`src/rtl/tinyalu_pkg.sv`:
```
// -----------------------------------------------------------------------------
// tinyalu_pkg
// Shared types for the TinyALU command issuer: operation encoding, operand and
// result widths, and the queued command record.
// -----------------------------------------------------------------------------
package tinyalu_pkg;

  localparam int OP_W      = 3;
  localparam int OPERAND_W = 8;
  localparam int RESULT_W  = 16;

  typedef enum logic [OP_W-1:0] {
    no_op  = 3'd0,
    add_op = 3'd1,
    and_op = 3'd2,
    xor_op = 3'd3,
    mul_op = 3'd4
  } alu_op_e;

  typedef struct packed {
    alu_op_e              op;
    logic [OPERAND_W-1:0] a;
    logic [OPERAND_W-1:0] b;
  } alu_cmd_t;

endpackage

```
`src/rtl/alu_cmd_fifo.sv`:
```
// -----------------------------------------------------------------------------
// alu_cmd_fifo
// DEPTH-entry synchronous FIFO of alu_cmd_t records. Pushes are refused while
// full even if a pop happens in the same cycle; a pushed entry is visible at
// the head no earlier than the cycle after the push.
//
// Ports
//   clk         rising-edge clock
//   reset       synchronous active-high reset (empties the queue)
//   push_i      write request (ignored when full_o)
//   push_data_i command to write
//   pop_i       read request (ignored when empty_o)
//   pop_data_o  head entry
//   full_o      queue holds DEPTH entries
//   empty_o     queue holds no entries
// -----------------------------------------------------------------------------
module alu_cmd_fifo
  import tinyalu_pkg::*;
#(
  parameter int DEPTH = 4
) (
  input  logic     clk,
  input  logic     reset,
  input  logic     push_i,
  input  alu_cmd_t push_data_i,
  input  logic     pop_i,
  output alu_cmd_t pop_data_o,
  output logic     full_o,
  output logic     empty_o
);

  localparam int PTR_W = $clog2(DEPTH);
  localparam int CNT_W = PTR_W + 1;

  alu_cmd_t         mem_q [DEPTH];
  logic [PTR_W-1:0] wr_ptr_q;
  logic [PTR_W-1:0] rd_ptr_q;
  logic [CNT_W-1:0] count_q;
  logic             do_push;
  logic             do_pop;

  assign full_o     = (count_q == CNT_W'(DEPTH));
  assign empty_o    = (count_q == '0);
  assign do_push    = push_i && !full_o;
  assign do_pop     = pop_i && !empty_o;
  assign pop_data_o = mem_q[rd_ptr_q];

  // NOTE: sequential state uses non-blocking (<=) so every register samples
  // the pre-edge values of the others, independent of statement order.
  always_ff @(posedge clk) begin
    if (reset) begin
      wr_ptr_q <= '0;
      rd_ptr_q <= '0;
      count_q  <= '0;
    end else begin
      // DEPTH is a power of two, so the pointers wrap naturally.
      if (do_push) wr_ptr_q <= wr_ptr_q + PTR_W'(1);
      if (do_pop)  rd_ptr_q <= rd_ptr_q + PTR_W'(1);
      case ({do_push, do_pop})
        2'b10:   count_q <= count_q + CNT_W'(1);
        2'b01:   count_q <= count_q - CNT_W'(1);
        default: count_q <= count_q;
      endcase
    end
  end

  // NOTE: the storage array is deliberately not reset; the pointers and count
  // define which entries are valid, and a reset-free array maps to plain RAM.
  always_ff @(posedge clk) begin
    if (do_push) mem_q[wr_ptr_q] <= push_data_i;
  end

endmodule

```
`src/rtl/alu_cmd_issuer.sv`:
```
// -----------------------------------------------------------------------------
// alu_cmd_issuer
// Queues ALU commands and issues them one at a time to a TinyALU, waiting for
// alu_done (bounded by TIMEOUT cycles) and returning a one-cycle response.
// no_op commands are answered directly with result 0 and never reach the ALU.
//
// Ports
//   clk, reset                 clock, synchronous active-high reset
//   cmd_valid/cmd_ready        command handshake (cmd_ready = queue not full)
//   cmd_op, cmd_a, cmd_b       command operation and operands
//   alu_start, alu_op/a/b      TinyALU request (op/a/b read 0 while idle)
//   alu_done, alu_result       TinyALU completion and result
//   rsp_valid                  one-cycle response strobe, no backpressure
//   rsp_result/op/timeout      response payload
//   stat_issued, stat_timeouts saturating counters, only when
//                              TINYALU_CMD_STATS_EN is defined
// -----------------------------------------------------------------------------
module alu_cmd_issuer
  import tinyalu_pkg::*;
#(
  parameter int DEPTH   = 4,
  parameter int TIMEOUT = 16
) (
  input  logic                 clk,
  input  logic                 reset,
  input  logic                 cmd_valid,
  output logic                 cmd_ready,
  input  logic [OPERAND_W-1:0] cmd_a,
  input  logic [OPERAND_W-1:0] cmd_b,
  input  logic [OP_W-1:0]      cmd_op,
  output logic                 alu_start,
  output logic [OP_W-1:0]      alu_op,
  output logic [OPERAND_W-1:0] alu_a,
  output logic [OPERAND_W-1:0] alu_b,
  input  logic                 alu_done,
  input  logic [RESULT_W-1:0]  alu_result,
  output logic                 rsp_valid,
  output logic [RESULT_W-1:0]  rsp_result,
  output logic [OP_W-1:0]      rsp_op,
  output logic                 rsp_timeout
`ifdef TINYALU_CMD_STATS_EN
  ,
  output logic [15:0]          stat_issued,
  output logic [15:0]          stat_timeouts
`endif
);

  typedef enum logic [1:0] {IDLE, ISSUE, WAIT, RESP} state_e;

  localparam int TMO_W = $clog2(TIMEOUT + 1);
  localparam logic [TMO_W-1:0] TMO_LAST = TMO_W'(TIMEOUT - 1);

  state_e               state_q;
  alu_op_e              hold_op_q;
  logic [TMO_W-1:0]     tmo_cnt_q;
  logic                 alu_start_q;
  logic [OP_W-1:0]      alu_op_q;
  logic [OPERAND_W-1:0] alu_a_q;
  logic [OPERAND_W-1:0] alu_b_q;
  logic                 rsp_valid_q;
  logic [RESULT_W-1:0]  rsp_result_q;
  logic [OP_W-1:0]      rsp_op_q;
  logic                 rsp_timeout_q;

  alu_cmd_t push_cmd;
  alu_cmd_t head_cmd;
  logic     fifo_full;
  logic     fifo_empty;
  logic     pop;

  assign push_cmd  = '{op: alu_op_e'(cmd_op), a: cmd_a, b: cmd_b};
  assign cmd_ready = !fifo_full;
  assign pop       = (state_q == IDLE) && !fifo_empty;

  alu_cmd_fifo #(.DEPTH(DEPTH)) u_fifo (
    .clk        (clk),
    .reset      (reset),
    .push_i     (cmd_valid),
    .push_data_i(push_cmd),
    .pop_i      (pop),
    .pop_data_o (head_cmd),
    .full_o     (fifo_full),
    .empty_o    (fifo_empty)
  );

  always_ff @(posedge clk) begin
    if (reset) begin
      state_q       <= IDLE;
      hold_op_q     <= no_op;
      tmo_cnt_q     <= '0;
      alu_start_q   <= 1'b0;
      alu_op_q      <= '0;
      alu_a_q       <= '0;
      alu_b_q       <= '0;
      rsp_valid_q   <= 1'b0;
      rsp_result_q  <= '0;
      rsp_op_q      <= '0;
      rsp_timeout_q <= 1'b0;
    end else begin
      rsp_valid_q <= 1'b0;
      case (state_q)
        IDLE: begin
          if (pop) begin
            hold_op_q <= head_cmd.op;
            if (head_cmd.op == no_op) begin
              rsp_valid_q   <= 1'b1;
              rsp_result_q  <= '0;
              rsp_op_q      <= no_op;
              rsp_timeout_q <= 1'b0;
              state_q       <= RESP;
            end else begin
              // Request goes out with the transition so it is already
              // visible to the ALU throughout ISSUE.
              alu_start_q <= 1'b1;
              alu_op_q    <= head_cmd.op;
              alu_a_q     <= head_cmd.a;
              alu_b_q     <= head_cmd.b;
              state_q     <= ISSUE;
            end
          end
        end
        ISSUE: begin
          tmo_cnt_q <= '0;
          state_q   <= WAIT;
        end
        WAIT: begin
          // alu_done wins over a timeout expiring in the same cycle.
          if (alu_done || (tmo_cnt_q == TMO_LAST)) begin
            alu_start_q   <= 1'b0;
            alu_op_q      <= '0;
            alu_a_q       <= '0;
            alu_b_q       <= '0;
            rsp_valid_q   <= 1'b1;
            rsp_result_q  <= alu_done ? alu_result : '0;
            rsp_op_q      <= hold_op_q;
            rsp_timeout_q <= !alu_done;
            state_q       <= RESP;
          end else begin
            tmo_cnt_q <= tmo_cnt_q + TMO_W'(1);
          end
        end
        RESP: state_q <= IDLE;
        default: state_q <= IDLE;
      endcase
    end
  end

  assign alu_start   = alu_start_q;
  assign alu_op      = alu_op_q;
  assign alu_a       = alu_a_q;
  assign alu_b       = alu_b_q;
  assign rsp_valid   = rsp_valid_q;
  assign rsp_result  = rsp_result_q;
  assign rsp_op      = rsp_op_q;
  assign rsp_timeout = rsp_timeout_q;

`ifdef TINYALU_CMD_STATS_EN
  logic        issue_evt;
  logic        tmo_evt;
  logic [15:0] stat_issued_q;
  logic [15:0] stat_timeouts_q;

  assign issue_evt = pop && (head_cmd.op != no_op);
  assign tmo_evt   = (state_q == WAIT) && !alu_done && (tmo_cnt_q == TMO_LAST);

  always_ff @(posedge clk) begin
    if (reset) begin
      stat_issued_q   <= '0;
      stat_timeouts_q <= '0;
    end else begin
      if (issue_evt && (stat_issued_q != 16'hFFFF))
        stat_issued_q <= stat_issued_q + 16'd1;
      if (tmo_evt && (stat_timeouts_q != 16'hFFFF))
        stat_timeouts_q <= stat_timeouts_q + 16'd1;
    end
  end

  assign stat_issued   = stat_issued_q;
  assign stat_timeouts = stat_timeouts_q;
`else
  // Statistics disabled: no counters and no stat ports are built.
`endif

endmodule
```
`config.mk`:
```
export PLATFORM = sky130hd
export DESIGN_NAME = alu_cmd_issuer
export DESIGN_NICKNAME = d
export VERILOG_FILES = /design/src/rtl/tinyalu_pkg.sv /design/src/rtl/alu_cmd_fifo.sv /design/src/rtl/alu_cmd_issuer.sv
export SDC_FILE = /design/constraint.sdc
export NUM_CORES = 1
export LEC_CHECK = 0
export BUFFER_PORTS_ARGS = -buffer_cell sky130_fd_sc_hd__buf_2
export CORE_MARGIN = 2
export CORE_UTILIZATION = 32
export DETAILED_ROUTE_END_ITERATION = 8
export PLACE_DENSITY = 0.48
export SYNTH_ARGS = -nofsm -noshare
export SYNTH_HDL_FRONTEND = slang
export SYNTH_HIERARCHICAL = 1
export SYNTH_SLANG_ARGS = --single-unit
```
`constraint.sdc`:
```
create_clock -name clk -period 2.4 [get_ports clk]
set_input_delay 0.12 -clock clk [delete_from_list [all_inputs] [get_ports clk]]
set_output_delay 0.12 -clock clk [all_outputs]
set_load 0.03 [all_outputs]
```
* Word-level counts from Yosys, hierarchy flattened
Memory sizes are Yosys's and may differ from the RTL's. A register that Yosys moved wholly into a read port is not among the register bits. Index checks and enable logic that the tools add are counted.
Word-level totals: bits in registers 58, RAM bits 76, input port bits 39, memories 1
Memories:
- u_fifo.mem_q | words 4, bits a word 19, rd ports 1, clocked after memory_dff 1, write ports 1, line alu_cmd_fifo.sv:35 | alu_cmd_t mem_q [DEPTH];
Operators by class: add/subtract/negate cells 5, equality and inequality tests 12, multiplexer cells 43, reductions and logical operators 18
Operators by type and width (count):
- two-way mux 16 bit | 4
- two-way mux 8 bit | 5
- one-hot mux 16 bit (2 select lines) | 1
- one-hot mux 8 bit (2 select lines) | 2
- two-way mux 3 bit | 6
- one-hot mux 3 bit (2 select lines) | 3
- two-way mux 1 bit | 11
- two-way mux 2 bit | 5
- one-hot mux 5 bit (2 select lines) | 1
- one-hot mux 2 bit (4 select lines) | 1
- AND reduction 4 bit | 2
- equality test 2 bit, second input constant | 3
- zero test 3 bit | 2
- != test 2 bit, second input constant | 3
- one-hot mux 1 bit (2 select lines) | 3
- AND reduction 2 bit | 3
- nonzero test 2 bit | 3
- adder 5 x 1 -> 5 bit, second input constant | 1
- equality test 5 x 4 -> 1 bit, second input constant | 1
- two-way mux 5 bit | 1
- adder 2 x 1 -> 2 bit, second input constant | 2
- equality test 2 x 1 -> 1 bit, second input constant | 2
- != test 2 x 1 -> 1 bit, second input constant | 2
- adder 3 x 1 -> 3 bit, second input constant | 1
- other kinds (6) | 10

* Longest topological paths before layout
Gate-level depths: netlist of the first run.
depth after elaboration 6, mapped depth 12, gate-level depth less buffers 11

* Hierarchy
Netlist of the first run, hierarchy kept.
Modules (own cells, without submodules):
- alu_cmd_fifo | times used 1, cells an instance 153, area an instance 3260.6 sq um, sequential area each 2462.4 sq um
- alu_cmd_issuer | times used 1, cells an instance 246, area an instance 2416.1 sq um, sequential area each 1021.0 sq um

* Worst setup path before layout of the first run
OpenSTA, ideal clock, no wires.
kind register -> register, from reg state_q[0], to reg u_fifo.count_q[2], setup time 70 ps, arrival 2396 ps, slack -66 ps, cell stages (with the launch flop) 13, buffers on the path 1, clock period less this slack 2466 ps, cell sequence dfxtp_1 inv_1 ha_1 nor2b_1 clkbuf_1 o31ai_1 inv_1 ha_1 inv_1 fa_1 xor2_1 or3_1 a21oi_1
Between the ends: word-level cells in the longest chain between the ends 5, elaborated cells between the ends (all ways) 7
Ends and longest elaborated chain:
- start, declared | line alu_cmd_issuer.sv:53 | state_e state_q;
- start signal, assigned | line alu_cmd_issuer.sv:88 | state_q <= IDLE;
- start signal, assigned | line alu_cmd_issuer.sv:110 | state_q <= RESP;
- start signal, assigned | line alu_cmd_issuer.sv:118 | state_q <= ISSUE;
- zero test 2 bit * | line alu_cmd_issuer.sv:73 | assign pop = (state_q == IDLE) && !fifo_empty;
- logical AND 1 bit * | line alu_cmd_issuer.sv:73
- net pop | line alu_cmd_issuer.sv:69 | logic pop;
- logical AND 1 bit * | line alu_cmd_fifo.sv:45 | assign do_pop = pop_i && !empty_o;
- net u_fifo.do_pop | line alu_cmd_fifo.sv:40 | logic do_pop;
- equality test 2 x 1 -> 1 bit / equality test 2 bit (equally long branches) | line alu_cmd_fifo.sv:59 | case ({do_push, do_pop})
- one-hot mux 3 bit (2 select lines) / nonzero test 2 bit (equally long branches)
- end signal, assigned | line alu_cmd_fifo.sv:60 | 2'b10: count_q <= count_q + CNT_W'(1);
- end signal, assigned | line alu_cmd_fifo.sv:61 | 2'b01: count_q <= count_q - CNT_W'(1);
- end signal, assigned | line alu_cmd_fifo.sv:62 | default: count_q <= count_q;
- end, declared | line alu_cmd_fifo.sv:38 | logic [CNT_W-1:0] count_q;
Mark *: on every way through the listed nets, which the timed path passes. The rest lies on a longest branch. A chain may end at the register's enable or synchronous reset.

* Worst setup path after layout of the first run
from reg state_q[0], to reg u_fifo.count_q[2]
Between the ends: word-level cells in the longest chain between the ends 5, elaborated cells between the ends (all ways) 7
Ends and longest elaborated chain (line):
- zero test 2 bit * | alu_cmd_issuer.sv:73
- logical AND 1 bit * | alu_cmd_issuer.sv:73
- logical AND 1 bit * | alu_cmd_fifo.sv:45
- net u_fifo.do_pop | alu_cmd_fifo.sv:40
- equality test 2 x 1 -> 1 bit / equality test 2 bit (equally long branches) | alu_cmd_fifo.sv:59
- one-hot mux 3 bit (2 select lines) / nonzero test 2 bit (equally long branches)
Marks and branches as above.

==> flow_summary_export.csv, run 1 <==
group,metric,value,unit
setup_path,crit_path_start,"state_q[0]",
power_and_ir_drop,switchingPower,2.61,mW
setup_path,cp_cell_sequence,"inv_1 -> ha_1 -> nor2b_1 -> o31ai_1 -> inv_1 -> ha_1 -> inv_1 -> fa_1 -> xor2_1 -> or3_1 -> a21oi_1",
power_and_ir_drop,p_sw_share,32.7,%
placed_design,io_buffers,80,
power_and_ir_drop,ir_drop,0.000715,V
setup_path,cp_common_cell,"inv_1",
yosys,ys.flop_type,"edfxtp_1",
placed_design,dp_slack,154,ps
hold_path,hold_end,"rsp_timeout",
drt,drtIter0Drc,132,
power_and_ir_drop,power,7.98,mW
sta,fin_setup_tns,0,ps
yosys,yosysSeqAreaShare,61.4,%
sta,worst_pin_slew,767,ps
die,die_area,18800,sq um
clocking,worstSkewPairLatency,410,ps
clocking,post-cts-setup-buffers,0,
yosys,syn_nets,450,
finish,utilization,42.3,%
yosys,synth_area_leaders,"edfxtp_1, dfxtp_1, mux2i_1",
setup_path,arrival,2610,ps
finish,diodes,0,
sta,max_freq,0.441,GHz
setup_path,slowest_stage,"fa_1",
outcome,outcome,"complete, no violations",
sta,fin_worst_skew,6.83,ps
power_and_ir_drop,p_int,5.37,mW
flow_run,maxCapViolations,0,
setup_path,reg2reg_depth,11,
die,die_y,137,microns
setup_path,critPathTopFamily,"adder cells",
sta,hold_violations,0,
sta,fin_crit,2270,ps
drt,drc,0,
power_and_ir_drop,p_per_area,1090,nW/um^2
setup_path,r2r_setup_slack,130,ps
yosys,yosysTopAreaCell,"edfxtp_1",
hold_path,worstHoldStart,"alu_done",
setup_path,cp.required,2740,ps
finish,final_cells,768,
placed_design,dpl_cell_area,6400,sq um
sta,setup_ws,131,ps
finish,design_area,7310,sq um
setup_path,crit_buf_inv,3,
yosys,synth_top_area_share,40.2,%
global_route,grt_pass1_vias,3512,
drt,vias_per_cell,4.52,
sta,slew_violations,0,
finish,area_growth,28.8,%
yosys,ys_seq_elements,136,
yosys,syn_area_per_cell,14.2,sq um
setup_path,startpoint_type,"register",
sta,finalCritPeriodShare,94.5,%
global_route,overflow,0,
clocking,root_buffer,"clkbuf_16",
clocking,htreeDepth,4,
clocking,clock_sink_count,136,
placed_design,hpwl,7400,microns
die,die_w,137,microns
power_and_ir_drop,power_frac_comb,32.1,%
power_and_ir_drop,p_leak,2.84,nW
global_route,antenna_found_initial,0,
setup_path,critPathMaxStageDelay,370,ps
sta,maxSlewHeadroom,48.8,%
die,num_rows,48,
power_and_ir_drop,clkPwrFrac,30.3,%
setup_path,worst-setup-path-type,"register to register",
yosys,synth_edf_count,76,
drt,routed_wl,11600,microns
yosys,synthArstFlopShare,0,%
drt,routedWlPerCell,15.1,microns
drt,dr.pass1.iters,4,
clocking,post_cts_resized,0,
finish,fillers,1627,
die,start_util,32.8,%
sta,setup_viol,0,
yosys,yosysMostFrequentCell,"edfxtp_1",
power_and_ir_drop,seqPwrFrac,37.6,%
sta,rsz0062_at_grt,"no",
die,io_pins,81,
clocking,cts_inserted_buffers,17,
setup_path,crit_path_end_kind,"register",
global_route,grt.total_usage,13.1,%
setup_path,r2r_end,"u_fifo/count_q[2]",
yosys,synth_warnings,6,
placed_design,placedCellCount,701,
hold_path,holdPathStages,3,
clocking,cts.path.max_buffers,2,
yosys,syn_inst,399,
clocking,clk_pin_slew,60,ps
global_route,grt_start_max_net_pins,51,
sta,hold_slack,60.7,ps
setup_path,critPathMaxFanout,3,
drt,ant_nets,0,
yosys,synth_commonest_cells,"edfxtp_1, dfxtp_1, nand2b_1",
finish,finish.net_count,581,
finish,layout-drive-gt1-share,30.6,%
hold_path,hp-class,"input port to register",
drt,vias,3472,
die,core,17300,sq um
clocking,cts_tree,"yes",
setup_path,r2r_start,"state_q[0]",
yosys,synth.distinct_cells,37,
placed_design,gp_routability_congestion,0.733,
yosys,synth_area,5680,sq um
global_route,grt_pass1_wl,18500,microns
[final cells by class]
type | instances | area (sq um) | area share (%)
sequential | 136 | 3480 | 47.7
clock inverter | 14 | 125 | 1.71
timing repair buffer | 135 | 913 | 12.5
tap | 225 | 282 | 3.85
inverter | 13 | 48.8 | 0.668
clock buffer | 18 | 429 | 5.87
multi-input combinational | 227 | 2030 | 27.7
[power groups by stage]
stage	clock [mW]	combinational [mW]	sequential, mW
finish	2.42	2.56	3.00
global route	2.60	2.78	3.05
CTS	2.49	2.61	3.01
detailed placement	0	2.56	3.05
global placement	0	2.54	3.04
floorplan	0	1.54	3.37
[what timing repair did]
| item | 4_1_cts | 5_1_grt |
|---|---|---|
| setup endpoints to repair | 0 | 0 |
| hold buffers | 35 | 0 |
| hold endpoints to repair | 92 | 0 |
[layout by cell type, fill, tap and decap left out, types with 2 or more instances in the layout]
master,Yosys,final
buf_2,3,80
edfxtp_1,76,76
dfxtp_1,60,60
nand2b_1,45,45
mux2i_1,44,44
dlygate4sd3_1,0,35
or3b_2,20,20
nand2_1,20,20
buf_4,2,19
clkbuf_16,0,17
inv_1,13,13
a21oi_1,12,12
nor2_1,11,11
ha_1,11,11
mux4_2,10,10
mux4_1,9,9
o21ai_0,6,6
and2_1,5,5
or3_1,5,5
nor3_1,4,4
nand3_1,4,4
clkinv_2,0,4
clkinv_4,0,4
nand3b_1,3,3
clkinvlp_4,0,3
xor2_1,3,3
nor2b_1,2,2
nor3b_2,2,2
o31ai_1,2,2
inv_6,0,2
[cell families (layout without fill, tap and decap cells)]
| kind of cell | after synthesis | count (layout) | share of synthesized area [%] |
|---|---|---|---|
| AND/OR/NAND/NOR | 125 | 125 | 13.6 |
| adder cells (fa/ha/maj) | 12 | 12 | 2.78 |
| XOR/XNOR | 3 | 3 | 0.463 |
| multiplexers | 64 | 64 | 16.1 |
| buffers and inverters | 36 | 180 | 3.13 |
| AO/OA/AOI/OAI | 23 | 23 | 2.53 |
| flip-flops | 136 | 136 | 61.4 |
[state kept, by name, indices dropped and copies added, names as in the netlist, 3 cells and up, named ones only]
signal,flops
alu_a,8
alu_b,8
alu_op,3
hold_op_q,3
rsp_op,3
rsp_result,16
tmo_cnt_q,5
u_fifo/count_q,3
u_fifo/mem_q,76
[per-layer routing]
layer | part of all wire (%) | vias up | global-route usage (%)
met3 | 5.8 | 14 | 4.86
met2 | 45 | 80 | 20.7
met5 | 0 | - | 0
li1 | - | 1717 | -
met4 | 1.2 | 0 | 4.30
met1 | 48 | 1661 | 16.7
[worst register-to-register path, cell delays in order, from the launching register on]
cell and delay [ps]:
dfxtp_1 320, inv_1 120, ha_1 190, nor2b_1 180, o31ai_1 120, inv_1 70
ha_1 160, inv_1 60, fa_1 370, xor2_1 160, or3_1 310, a21oi_1 150
[how the worst max path moves through the flow]
stage | end | cells past startpoint
floorplan | u_fifo/count_q[2] | 12
global placement | rsp_timeout | 5
detailed placement | u_fifo/count_q[2] | 11
CTS | u_fifo/count_q[2] | 11
global route | u_fifo/count_q[2] | 11
finish | u_fifo/count_q[2] | 11
Note: power is estimated with default switching activity, not from simulation.
==> run 2: changes to the inputs <==
Settings changed: PLACE_DENSITY 0.48 to 0.47.
Clock period 2.4 ns to 2.3 ns, I/O delays scaled along.
==> run 2 against run 1 <==
- combinational power grew 6%
- clock skew grew 5.7 ps
- sequential share of layout area shrank 0.52 points
- sequential power grew 5%
- count of clock-buffer cells in the layout grew 3
- cell count is the same
- die area is the same
- largest power group unchanged
==> flow_summary_export.csv, run 2 (same netlist as run 1, synthesis figures left out) <==
group,metric,value,unit
die,start_util,32.8,%
clocking,clk_pin_slew,60,ps
sta,max_freq,0.467,GHz
finish,layout-drive-gt1-share,31.5,%
sta,fin_setup_tns,0,ps
finish,finish.net_count,581,
finish,final_common_cell,"buf_2",
global_route,grt_pass1_wl,18000,microns
global_route,antenna_found_initial,0,
drt,dr.pass1.iters,6,
power_and_ir_drop,ir_drop,0.000603,V
sta,hold_violations,0,
finish,design_area,7390,sq um
die,num_rows,48,
clocking,cts_inserted_buffers,17,
flow_run,maxCapViolations,0,
clocking,worstSkewPairLatency,420,ps
finish,final_cell_mix,"buf_2, edfxtp_1, dfxtp_1, nand2b_1, mux2i_1",
clocking,cts.path.max_buffers,2,
clocking,htreeDepth,4,
sta,setup_viol,0,
drt,vias,3478,
sta,finalCritPeriodShare,93.1,%
drt,routed_wl,11600,microns
drt,routedWlPerCell,15.1,microns
setup_path,arrival,2480,ps
power_and_ir_drop,power,8.60,mW
finish,diodes,0,
setup_path,cp.required,2640,ps
sta,hold_slack,56.4,ps
clocking,clock_sink_count,136,
sta,fin_crit,2140,ps
die,core,17300,sq um
placed_design,gp_routability_congestion,0.688,
sta,worst_pin_slew,668,ps
outcome,outcome,"complete, no violations",
setup_path,crit_path_end_kind,"register",
drt,ant_nets,0,
die,io_pins,81,
global_route,grt_start_max_net_pins,45,
clocking,cts_tree,"yes",
setup_path,r2r_setup_slack,160,ps
drt,drc,0,
clocking,root_buffer,"clkbuf_16",
sta,rsz0062_at_grt,"no",
global_route,overflow,0,
finish,largest-register,"u_fifo/mem_q",
sta,slew_violations,0,
setup_path,worst-setup-path-type,"register to register",
placed_design,hpwl,7570,microns
die,die_w,137,microns
drt,vias_per_cell,4.53,
placed_design,dpl_cell_area,6430,sq um
die,die_y,137,microns
finish,area_growth,30.2,%
power_and_ir_drop,p_leak,2.86,nW
clocking,post-cts-setup-buffers,0,
global_route,grt.total_usage,12.8,%
power_and_ir_drop,p_per_area,1160,nW/um^2
global_route,grt_pass1_vias,3516,
sta,maxSlewHeadroom,55.5,%
finish,largest_reg_flops,76,
setup_path,critPathMaxFanout,16,
drt,drtIter0Drc,158,
setup_path,startpoint_type,"register",
hold_path,hp-class,"input port to register",
die,die_area,18800,sq um
placed_design,io_buffers,80,
sta,fin_worst_skew,12.5,ps
==> run 2: layout make-up <==
| cell class | instances | area [sq um] |
|---|---|---|
| Inverter | 13 | 48.8 |
| Clock buffer | 21 | 450 |
| Multi-Input combinational cell | 227 | 2050 |
| Sequential cell | 136 | 3480 |
| Clock inverter | 11 | 148 |
| Fill cell | 1615 | 9910 |
| Timing Repair Buffer | 135 | 926 |
| Tap cell | 225 | 282 |
==> run 2: power breakdown <==
group / switching [mW] / leakage, nW / internal [mW]
combinational: 1.50 / 1.39 / 1.22
clock: 0.991 / 0.280 / 1.73
sequential: 0.212 / 1.19 / 2.95
==> run 2: final timing paths <==
path	cells after the start	end	from
max	7	rsp_result[9]	tmo_cnt_q[0]
min	3	rsp_timeout	alu_done
max reg2reg	7	rsp_result[9]	tmo_cnt_q[0]
min reg2reg	2	alu_op[1]	alu_op[1]
==> run 2: layer usage <==
layer / GRT usage [%] / vias up / share of wire, %
li1: - / 1717 / -
met1: 16.1 / 1675 / 48
met2: 20.6 / 80 / 46
met3: 4.78 / 6 / 5.4
met4: 4.12 / 0 / 0.64
met5: 0 / - / 0
==> run 2: critical path, stage by stage, from the launching register on <==
cell and delay [ps]:
dfxtp_1 330, ha_1 210, and3_1 180, ha_1 210
or3b_1 530, o2111ai_2 180, buf_12 210, mux2i_1 200
==> run 2: metrics by stage <==
step	setup slack [ps]	util [%]	std cells
2_1_floorplan	22.5	-	399
3_3_place_gp	138	37.2	701
3_5_place_dp	90.7	37.2	701
4_1_cts	76.0	42.7	768
5_1_grt	10.5	42.7	768
6_report	158	42.7	768
==> run 2: what timing repair did <==
| item | 4_1_cts | 5_1_grt |
|---|---|---|
| resized for setup | 0 | 7 |
| endpoints found under the setup margin | 0 | 13 |
| endpoints found under the hold margin | 92 | 0 |
| hold buffers | 35 | 0 |
==> run 3: changes to the inputs <==
Settings changed: ABC_AREA from default to 1, CAP_MARGIN from default to 20, CORE_ASPECT_RATIO from default to 1.75.
==> run 3 against run 2 <==
- synthesized area rose by 0.55%
- first-iteration DRC count rose by 28%
- worst hold slack got worse by 28 ps
- critical path type unchanged
- critical endpoint is now u_fifo/count_q[2]
- wire length rose by 15%
- die area rose by 0.76%
- cell count rose by 25%
- highest routed layer unchanged
==> flow_summary_export.csv, run 3 <==
group,metric,value,unit
die,die_y,181,microns
yosys,synth.distinct_cells,33,
sta,rsz0062_at_grt,"no",
setup_path,arrival,2360,ps
yosys,ys_seq_elements,136,
global_route,grt_pass1_wl,21700,microns
drt,vias,4354,
clocking,clk_pin_slew,70,ps
clocking,htreeDepth,4,
yosys,synth_top_area_share,40.0,%
yosys,syn_nets,656,
yosys,ys.flop_type,"edfxtp_1",
setup_path,worst-setup-path-type,"register to register",
finish,largest-register,"u_fifo/mem_q",
yosys,yosysMostFrequentCell,"nor2_1",
power_and_ir_drop,p_per_area,1410,nW/um^2
drt,drc,0,
die,core,17500,sq um
sta,setup_viol,0,
hold_path,hp-class,"input port to register",
setup_path,startpoint_type,"register",
sta,hold_violations,0,
yosys,synth_warnings,6,
die,die_area,19000,sq um
clocking,cts.path.max_buffers,2,
drt,wl_met3,398,microns
drt,wl_met1,5510,microns
placed_design,gp_routability_congestion,0.758,
yosys,syn_inst,605,
outcome,outcome,"complete, no violations",
sta,fin_worst_skew,10.8,ps
drt,wl_met2,7240,microns
clocking,cts_inserted_buffers,17,
finish,fillers,1799,
placed_design,placedCellCount,907,
clocking,clock_sink_count,136,
drt,vias_per_cell,4.54,
drt,routedWlPerCell,13.9,microns
sta,finalCritPeriodShare,89.2,%
drt,routed_wl,13400,microns
power_and_ir_drop,power_frac_comb,41.5,%
power_and_ir_drop,p_sw_share,41.6,%
setup_path,critPathMaxFanout,4,
drt,drtIter0Drc,202,
drt,dr.pass1.iters,4,
finish,final_common_cell,"nor2_1",
die,die_w,105,microns
yosys,yosysTopAreaCell,"edfxtp_1",
setup_path,cp_common_cell,"inv_1",
die,start_util,32.7,%
global_route,antenna_found_initial,0,
finish,layout-drive-gt1-share,21.4,%
die,num_rows,64,
clocking,worstSkewPairLatency,410,ps
placed_design,io_buffers,80,
yosys,synth_commonest_cells,"nor2_1, nand2_1, edfxtp_1",
power_and_ir_drop,seqPwrFrac,33.0,%
global_route,grt_pass1_vias,4256,
finish,area_growth,25.2,%
power_and_ir_drop,ir_drop,0.000590,V
global_route,overflow,0,
power_and_ir_drop,p_int,5.88,mW
drt,routed.top_layer,"met4",
yosys,synth_edf_count,76,
power_and_ir_drop,p_leak,3.00,nW
global_route,grt.total_usage,14.6,%
clocking,root_buffer,"clkbuf_16",
setup_path,crit_path_end_kind,"register",
clocking,cts_tree,"yes",
sta,slew_violations,0,
setup_path,critPathTopFamily,"adder cells",
global_route,grt_start_max_net_pins,35,
setup_path,crit_buf_inv,5,
sta,fin_setup_tns,0,ps
setup_path,slowest_stage,"fa_1",
drt,ant_nets,0,
yosys,synthArstFlopShare,0,%
finish,largest_reg_flops,76,
power_and_ir_drop,switchingPower,4.19,mW
sta,worst_pin_slew,620,ps
die,io_pins,81,
sta,maxSlewHeadroom,58.6,%
finish,diodes,0,
placed_design,hpwl,8990,microns
finish,final_cells,960,
setup_path,cp_cell_sequence,"inv_1 -> ha_2 -> inv_1 -> nor2_1 -> nand2_1 -> inv_1 -> ha_1 -> inv_1 -> fa_1 -> inv_1 -> nand2_1 -> nand3_1 -> nand2_1 -> nand2_1 -> nor2_1",
yosys,synth_area_leaders,"edfxtp_1, dfxtp_1, nor2_1",
flow_run,maxCapViolations,0,
finish,final_cell_mix,"nor2_1, nand2_1, buf_2, edfxtp_1, dfxtp_1",
setup_path,critPathMaxStageDelay,370,ps
yosys,syn_area_per_cell,9.43,sq um
yosys,synth_area,5710,sq um
sta,max_freq,0.487,GHz
finish,finish.net_count,767,
yosys,yosysSeqAreaShare,61.0,%
power_and_ir_drop,clkPwrFrac,25.5,%
sta,fin_crit,2050,ps
setup_path,cp.required,2610,ps
## run 3: changes by cell type in the layout (fill, tap and decap cells not counted), sizes merged, moves of 15 or more
| cell | delta |
|---|---|
| dlygate4sd3 | -15 |
| inv | +34 |
| mux2i | -44 |
| mux4 | -19 |
| nand2 | +105 |
| nand2b | -45 |
| nand4 | +20 |
| nor2 | +133 |
| o21ai | +41 |
| o22ai | +19 |
| or3b | -21 |
## run 3: cells by family (layout without fill, tap and decap cells)
group           after synthesis  in the layout  synth area share (%)
simple gates                301            301                  21.9
flops                       136            136                  61.0
compound gates               86             86                  8.26
buf+inv                      70            194                  6.05
fa+ha+maj                    12             12                  2.76
## run 3: layout make-up
| type | instances | area, sq um | area share (%) |
|---|---|---|---|
| flip-flops and latches | 136 | 3480 | 48.8 |
| inverters | 41 | 154 | 2.15 |
| repair buffers | 121 | 771 | 10.8 |
| well taps | 231 | 289 | 4.05 |
| clock inverters | 15 | 139 | 1.94 |
| multi-input cells | 399 | 1880 | 26.3 |
| clock buffers | 17 | 425 | 5.95 |
## run 3: through the flow
step	setup WS, ps	power (mW)	utilization [%]	hold WS (ps)	area [sq um]
2_1_floorplan	165	6.41	-	184	5710
4_1_cts	168	10.2	40.9	19.5	7130
3_3_place_gp	206	7.50	36.5	327	6370
5_1_grt	5.61	10.9	40.9	25.7	7140
3_5_place_dp	205	7.54	36.5	334	6370
6_report	248	10.1	40.9	28.4	7140
## run 3: power by group through the flow
stage	sequential [mW]	combinational (mW)	clock (mW)
floorplan	3.86	2.56	0
global placement	3.36	4.14	0
finish	3.32	4.17	2.57
CTS	3.33	4.21	2.64
global route	3.38	4.74	2.75
detailed placement	3.37	4.17	0
## run 3: worst paths after layout
check	cells past startpoint	to	slack [ps]	from
worst max-delay path	15	u_fifo/count_q[2]	250	state_q[1]
worst min-delay path	2	tmo_cnt_q[4]	30	reset
worst max register to register	15	u_fifo/count_q[2]	250	state_q[1]
worst min register to register	2	tmo_cnt_q[4]	460	tmo_cnt_q[4]
## run 3: repair_timing
item	CTS	global route
gates resized for setup	0	2
endpoints found under the hold margin	77	0
setup buffers	0	1
hold buffers	20	0
endpoints found under the setup margin	0	13
## run 3: routing by layer
metal	global-route usage, %	up-vias
met5	0	-
met4	5.49	0
met3	3.29	12
met2	27.1	85
met1	16.0	2031
li1	-	2226
